`src/rtl/hdmi_pkg.sv`:
```
// Shared types for the DDR frame reader: FSM state, pixel word, FIFO entry.
package hdmi_pkg;

  localparam int BYTES_PER_WORD = 4;

  typedef logic [23:0] pixel_t;

  typedef enum logic [1:0] {
    ST_IDLE,
    ST_REQ,
    ST_DATA,
    ST_DRAIN
  } state_t;

  typedef struct packed {
    logic   sof;
    pixel_t pix;
  } fifo_word_t;

endpackage

```
`src/rtl/ddr_frame_reader_pix_fifo.sv`:
```
// pix_fifo: first-word-fall-through pixel buffer, pixel plus start-of-frame flag.
module pix_fifo
  import hdmi_pkg::*;
#(
  parameter int DEPTH = 64,
  localparam int AW = $clog2(DEPTH)
) (
  input  logic       clk_i,
  input  logic       rst_i,
  input  logic       wr_en_i,
  input  fifo_word_t wr_data_i,
  input  logic       rd_en_i,
  output fifo_word_t rd_data_o,
  output logic       empty_o,
  output logic [AW:0] count_o
);

  fifo_word_t mem_q [DEPTH];
  logic [AW-1:0] wr_ptr_q, wr_ptr_d;
  logic [AW-1:0] rd_ptr_q, rd_ptr_d;
  logic [AW:0]   count_q, count_d;
  logic          do_wr, do_rd;

  assign do_wr = wr_en_i && (count_q != (AW+1)'(DEPTH));
  assign do_rd = rd_en_i && (count_q != '0);

  always_comb begin
    wr_ptr_d = wr_ptr_q + AW'(do_wr);
    rd_ptr_d = rd_ptr_q + AW'(do_rd);
    count_d  = count_q;
    case ({do_wr, do_rd})
      2'b10:   count_d = count_q + 1'b1;
      2'b01:   count_d = count_q - 1'b1;
      default: count_d = count_q;
    endcase
  end

  always_ff @(posedge clk_i or posedge rst_i) begin
    if (rst_i) begin
      wr_ptr_q <= '0;
      rd_ptr_q <= '0;
      count_q  <= '0;
    end else begin
      wr_ptr_q <= wr_ptr_d;
      rd_ptr_q <= rd_ptr_d;
      count_q  <= count_d;
    end
  end

  always_ff @(posedge clk_i) begin
    if (do_wr) mem_q[wr_ptr_q] <= wr_data_i;
  end

  assign rd_data_o = mem_q[rd_ptr_q];
  assign empty_o   = (count_q == '0);
  assign count_o   = count_q;

endmodule

```
`src/rtl/ddr_frame_reader.sv`:
```
// Burst reader streaming a frame from DDR into a pixel FIFO.
// FRAME_READER_LOOP_EN: refetch the frame continuously instead of stopping.
module ddr_frame_reader
  import hdmi_pkg::*;
#(
  parameter int ADDR_W      = 28,
  parameter int BURST_LEN   = 16,
  parameter int FRAME_WORDS = 307200,
  parameter int FIFO_DEPTH  = 64
) (
  input  logic              clk_i,
  input  logic              rst_i,
  input  logic              start_i,
  input  logic [ADDR_W-1:0] base_addr_i,
  output logic              rd_req_o,
  output logic [ADDR_W-1:0] rd_addr_o,
  input  logic              rd_ack_i,
  input  logic [31:0]       rd_data_i,
  input  logic              rd_valid_i,
  output logic [23:0]       pix_data_o,
  output logic              pix_valid_o,
  input  logic              pix_ready_i,
  output logic              pix_sof_o,
  output logic              busy_o
);

  localparam int NBURST = FRAME_WORDS / BURST_LEN;
  localparam int BW = (BURST_LEN > 1) ? $clog2(BURST_LEN) : 1;
  localparam int IW = (NBURST > 1) ? $clog2(NBURST) : 1;
  localparam int CW = $clog2(FIFO_DEPTH) + 1;
  localparam int SH = $clog2(BURST_LEN * BYTES_PER_WORD);

  state_t            state_q, state_d;
  logic [ADDR_W-1:0] base_q, base_d;
  logic [IW-1:0]     burst_q, burst_d;
  logic [BW-1:0]     beat_q, beat_d;

  fifo_word_t        wr_word, head;
  logic              wr_en, rd_en, empty;
  logic [CW-1:0]     count;
  logic              last_beat, last_burst, can_req, drained;
  logic              unused_hi;

  assign unused_hi  = ^rd_data_i[31:24];
  assign last_beat  = (beat_q == BW'(BURST_LEN - 1));
  assign last_burst = (burst_q == IW'(NBURST - 1));
  // Only request when a whole burst fits, so beats never need backpressure.
  assign can_req    = (CW'(FIFO_DEPTH) - count) >= CW'(BURST_LEN);
  assign wr_en      = (state_q == ST_DATA) && rd_valid_i;
  assign rd_en      = !empty && pix_ready_i;
  assign drained    = empty || ((count == CW'(1)) && rd_en);

  always_comb begin
    wr_word.sof = (burst_q == '0) && (beat_q == '0);
    wr_word.pix = rd_data_i[23:0];
  end

  pix_fifo #(
    .DEPTH(FIFO_DEPTH)
  ) u_fifo (
    .clk_i    (clk_i),
    .rst_i    (rst_i),
    .wr_en_i  (wr_en),
    .wr_data_i(wr_word),
    .rd_en_i  (rd_en),
    .rd_data_o(head),
    .empty_o  (empty),
    .count_o  (count)
  );

  always_ff @(posedge clk_i or posedge rst_i) begin
    if (rst_i) begin
      state_q <= ST_IDLE;
      base_q  <= '0;
      burst_q <= '0;
      beat_q  <= '0;
    end else begin
      state_q <= state_d;
      base_q  <= base_d;
      burst_q <= burst_d;
      beat_q  <= beat_d;
    end
  end

  always_comb begin
    state_d = state_q;
    base_d  = base_q;
    burst_d = burst_q;
    beat_d  = beat_q;
    unique case (state_q)
      ST_IDLE: begin
        if (start_i) begin
          base_d  = base_addr_i;
          burst_d = '0;
          beat_d  = '0;
          state_d = ST_REQ;
        end
      end
      ST_REQ: begin
        if (can_req && rd_ack_i) state_d = ST_DATA;
      end
      ST_DATA: begin
        if (rd_valid_i) begin
          beat_d = beat_q + 1'b1;
          if (last_beat) begin
            beat_d = '0;
            if (last_burst) begin
              burst_d = '0;
`ifdef FRAME_READER_LOOP_EN
              state_d = ST_REQ;
`else
              state_d = ST_DRAIN;
`endif
            end else begin
              burst_d = burst_q + 1'b1;
              state_d = ST_REQ;
            end
          end
        end
      end
      ST_DRAIN: begin
        if (drained) state_d = ST_IDLE;
      end
      default: state_d = ST_IDLE;
    endcase
  end

  always_comb begin
    rd_req_o    = (state_q == ST_REQ) && can_req;
    rd_addr_o   = base_q + (ADDR_W'(burst_q) << SH);
    busy_o      = (state_q != ST_IDLE);
    pix_valid_o = !empty;
    pix_data_o  = empty ? '0 : head.pix;
    pix_sof_o   = !empty && head.sof;
  end

endmodule

```
`config.mk`:
```
export PLATFORM = sky130hd
export DESIGN_NAME = ddr_frame_reader
export DESIGN_NICKNAME = d
export VERILOG_FILES = /design/src/rtl/hdmi_pkg.sv /design/src/rtl/ddr_frame_reader_pix_fifo.sv /design/src/rtl/ddr_frame_reader.sv
export SDC_FILE = /design/constraint.sdc
export NUM_CORES = 2
export LEC_CHECK = 0
export CORE_AREA = 2 2 334 336
export CTS_CLUSTER_DIAMETER = 120
export CTS_CLUSTER_SIZE = 30
export DETAILED_ROUTE_END_ITERATION = 6
export DIE_AREA = 0 0 336 338
export GPL_TIMING_DRIVEN = 0
export PLACE_DENSITY = 0.79
export SLEW_MARGIN = 30
export SYNTH_ARGS = -nofsm -noshare
export SYNTH_HDL_FRONTEND = slang
export SYNTH_SLANG_ARGS = --single-unit
export TNS_END_PERCENT = 100
```
`constraint.sdc`:
```
create_clock -name clk_i -period 9.55 [get_ports clk_i]
set_input_delay 0.955 -clock clk_i [delete_from_list [all_inputs] [get_ports clk_i]]
set_output_delay 0.955 -clock clk_i [all_outputs]
set_load 0.01 [all_outputs]
```
After elaboration in Yosys (flattened, before gate mapping)
Memories as Yosys holds them, arrays and structs flattened. Cells that the tools add are included.

Register bits: 68. Bits in writable memories: 1600. Input bits: 66. Output and inout bits: 56. Word-level logic and storage cells: 74. Memories: 1.

Add/subtract/negate cells: 8. Order comparisons: 1. Eq/ne operators: 14. Multiplexer cells: 20. Reductions and logical operators: 23.

Memory list: u_fifo.mem_q (words 64, bits a word 25, rd ports 1, clocked after Yosys merged registers in 0, write ports 1, line ddr_frame_reader_pix_fifo.sv:18) `fifo_word_t mem_q [DEPTH];`.

Operator list (count): $mux 15 (4); $pmux 15 s2 (1); $add 28x21->28 (1); $mux 24 (1); $add 15x1->15 const B (1); $eq 15x15->1 const B (1); $logic_not 15->1 (1); $pmux 7 s2 (1); $add 6x1->6 (2); $mux 2 (6); $mux 4 (3); $ne 2x2->1 const B (5); $logic_and 1x1->1 (9); $pmux 2 s4 (1); $pmux 4 s2 (1); $add 7x1->7 const B (1); $eq 7x1->1 const B (1); $ge 7x5->1 const B (1); $logic_not 7->1 (1); $ne 7x7->1 const B (1); $reduce_bool 7->1 (1); $sub 7x1->7 const B (1); $sub 7x7->7 const A (1); $eq 2x2->1 const B (3); other kinds (13) (17).

Depth between registers and ports, before layout
Depth in word-level cells: 7. Depth in mapped cells: 12. Mapped depth without buffers: 11.

Modules after synthesis
From an unflattened synthesis, not the netlist that was laid out.

Cell total of the unflattened synthesis: 3232. Area total of the unflattened synthesis: 65905.7 um2.

Modules (own cells, without submodules): pix_fifo (times used 1, cells an instance 2836, area an instance 62294.7 um2, sequential area each 48521.5 um2); ddr_frame_reader (times used 1, cells an instance 396, area an instance 3611.0 um2, sequential area each 1226.2 um2).

Worst setup path after synthesis
Ideal clock, no wire load.

Path kind: register -> register. Start point: reg burst_q[8]. End point: mem u_fifo.mem_q[0][24] (netlist bit) (data pin). Setup time: 0.680 ns. Arrival: 3.379 ns. Required time: 8.870 ns. Setup slack: 5.491 ns. Cell stages (with the launch flop): 4. Buffers on the path: 0. Period minus slack after synthesis: 4.059 ns. Path through: dfrtp_1 nor4_1 nand4_1 nor3_1.

RTL lines: start: declaration (line ddr_frame_reader.sv:35) `logic [IW-1:0] burst_q, burst_d;`; start signal: assignment (line ddr_frame_reader.sv:80) `burst_q <= burst_d;`; end: declaration (line ddr_frame_reader_pix_fifo.sv:18).

Final worst setup path
Start point: reg u_fifo.rd_ptr_q[1]. End point: out pix_data_o[9].

Word-level cells in the longest chain between the ends: 2.

Ends and longest elaborated chain: start: declaration (line ddr_frame_reader_pix_fifo.sv:20) `logic [AW-1:0] rd_ptr_q, rd_ptr_d;`; start signal: assignment (line ddr_frame_reader_pix_fifo.sv:45) `rd_ptr_q <= rd_ptr_d;`; $mem_v2 64x25; $mux 24 (line ddr_frame_reader.sv:133) `pix_data_o = empty ? '0 : head.pix;`; end: declaration (line ddr_frame_reader.sv:20) `output logic [23:0] pix_data_o,`.

Every way passes these cells.

==> flow_metrics.tcl <==
set metrics [dict create \
    status "complete, but fails checks" \
    failed_checks "DRC" \
    cts_resized 0 \
    crit_arrival_ns 5.40 \
    post_drt_via_cell_ratio 6.97 \
    fin_crit_sh 0.665 \
    syn_avg_cell_area_sq_um 20.8 \
    ant_nets 0 \
    htree_levels 2 \
    worst_path_most_repeated_cell "mux4_2" \
    fmax_mhz 157 \
    synthCells 3154 \
    overflow 0 \
    first_pass_iters 7 \
    grt_pass1_vias 33600 \
    critPathLaunchType "register" \
    synthesis.area_sq_um 65600 \
    globalplace.congestion 0.994 \
    wl_per_cell_um 35.5 \
    die-height_um 338 \
    peakVddDrop_v 0.000197 \
    synthArstFlopShare 0.0408 \
    p_leak_nw 23.0 \
    grt_max_degree 65 \
    final_nets 3523 \
    p_per_area_nw_per_um2 260 \
    cp-end-kind "output pin" \
    clock_latency_ns 0.74 \
    yosysMostFrequentCell "edfxtp_1" \
    die_x_um 336 \
    grt-busiest-layer "met2" \
    port_buffers 113 \
    ys_top_cells_by_count "1,600 x edfxtp_1, 396 x mux4_2, 183 x nand2_1" \
    drt_iter0_drc 5204 \
    rows 122 \
    hold_class "register to register" \
    vias 34400 \
    crit_chain "clkbuf_1 > buf_2 > buf_1 > mux4_2 > mux4_2 > o22ai_1 > a31oi_1 > clkdlybuf4s50_1" \
    yosys-top-cells-area "edfxtp_1 73%, mux4_2 14%, dfrtp_1 2.6%" \
    synth_edf_count 1600 \
    postCtsSetupBuffers 0 \
    yosys_warnings 0 \
    rsz0062_at_grt "false" \
    track_usage 0.312 \
    cts_root_buffer "clkbuf_16" \
    path_class "register to output pin" \
    cts_tree "done" \
    cts_buffers 61 \
    post-route-min-period_ns 6.35 \
    drc 1 \
    tightest_slew_ns 1.03 \
    hold_buffers 0 \
    hold_viol_final 0 \
    cpPeakStageDelay_ns 0.73 \
    routed_wl_mm 175 \
    drive_above_1_share 0.225 \
    slowest_stage "o22ai_1" \
    cts.sinks 1668 \
    synth_seq_cells 1668 \
    cts.path.max_buffers 3 \
    grtUsageMet2 0.502 \
    dp_hpwl_mm 120 \
    antenna_found_initial 5 \
    start_util 0.596 \
    syn_nets 3249 \
    clock_skew_ns 0.0396 \
    synth_top_area_frac 0.733 \
    worst-path-max-fanout 10 \
    cp_num_buf_inv 4 \
    critPathTopFamily "buffers and inverters" \
    clk_pin_slew_ns 0.12 \
    stdcell_count 4943 \
    gr-usage-met1 0.421 \
    grt_pass1_wl_mm 246 \
    drv_slew 0 \
    synth.distinct_cells 59 \
    synth_flop_cell "edfxtp_1" \
    p_total_mw 19.0 \
    synth_top_cell_by_area "edfxtp_1" \
    dieArea_sq_um 114000 \
    core_area_sq_um 110000 \
    maxCapViolations 0 \
    ys_seq_area_frac 0.759 \
    fin_tns_setup_ns 0 \
    ioPinCount 122 \
    slew_headroom 0.310 \
    post-place-cells 4852 \
    critPathRequiredTime_ns 8.60 \
    area_growth_pct 11.2 \
    final-setup-viol-count 0 \
    gr-usage-met3 0.0589 \
]
==> final timing paths <==
path                                    start                   end  slack [ns]  depth (start not counted)
setup / recovery           u_fifo.rd_ptr_q[1]         pix_data_o[9]        3.20                          8
hold / removal                      base_q[1]             base_q[1]        0.52                          1
setup reg to reg            u_fifo.count_o[0]  u_fifo.mem_q[18][10]        5.60                          8
hold reg to reg                     base_q[1]             base_q[1]        0.52                          1
max in group asynchronous               rst_i     u_fifo.count_o[3]        8.37                          3
min in group asynchronous               rst_i    u_fifo.wr_ptr_q[3]        0.59                          2
==> stage by stage <==
step	area [sq um]	hold WS (ns)	utilization	worst slack [ns]
2_1_floorplan	65600	0.477	-	5.49
3_3_place_gp	68500	0.484	0.623	2.67
3_5_place_dp	71200	0.497	0.647	4.20
4_1_cts	72900	0.524	0.662	3.41
5_1_grt	72900	0.540	0.662	3.30
6_report	72900	0.520	0.662	3.20
==> cells by family after synthesis <==
logic type | after synthesis | share of synthesized area
adders and majority gates | 29 | 0.00565
AOI/OAI and AO/OA | 304 | 0.0306
muxes | 534 | 0.158
xor gates and xnor gates | 39 | 0.00521
and+or+nand+nor | 390 | 0.0260
buffers and inverters | 190 | 0.0160
DFF | 1668 | 0.759
==> state kept, by name, indices dropped and copies added, names as in the netlist <==
signal / cells
u_fifo.count_o: 7
burst_q: 15
beat_q: 4
u_fifo.rd_ptr_q: 6
state_q: 2
u_fifo.wr_ptr_q: 6
u_fifo.mem_q: 1600
base_q: 28
==> cell type report <==
class | count | area [sq um]
diodes | 2 | 5.00
plain buffers | 175 | 1000
clock buffers | 86 | 1620
clock inverters | 2 | 16.3
fillers | 6762 | 37100
inverters | 15 | 58.8
multi-input cells | 1296 | 15300
flip-flops and latches | 1668 | 49700
well taps | 1488 | 1860
repair buffers | 211 | 3340
==> layer usage <==
layer,wire length [um],up-vias,share of wire
met4,9520,4,0.054
li1,-,13600,-
met3,19900,458,0.11
met5,22,-,0.00013
met2,84500,2557,0.48
met1,61500,17900,0.35
==> cell usage in the layout, fill, tap and decap left out, types with 24 or more instances in the layout <==
cell,synthesis,final
dfrtp_1,68,68
a31oi_1,29,28
nor2_4,0,64
a21oi_1,55,55
o21ai_1,24,24
nand3_1,50,48
o21ai_0,24,24
o22ai_1,54,54
clkbuf_16,0,61
buf_6,27,28
buf_2,38,40
nand2_1,183,183
mux2_2,28,28
nor2_1,93,29
o32ai_1,25,25
buf_4,19,48
ha_1,28,28
o221ai_1,29,29
clkdlybuf4s50_1,0,89
clkbuf_1,65,87
o211ai_1,29,29
edfxtp_1,1600,1600
mux4_2,396,396
mux2i_1,110,110
buf_16,0,60
==> power by group <==
group          leakage, nW  internal [mW]  switching (mW)
registers             15.2           8.23           0.125
logic                 6.96           3.00            4.33
clock network        0.786           1.19            2.08
total                 23.0           12.4            6.54
Note: power is estimated with default switching activity, not from simulation.
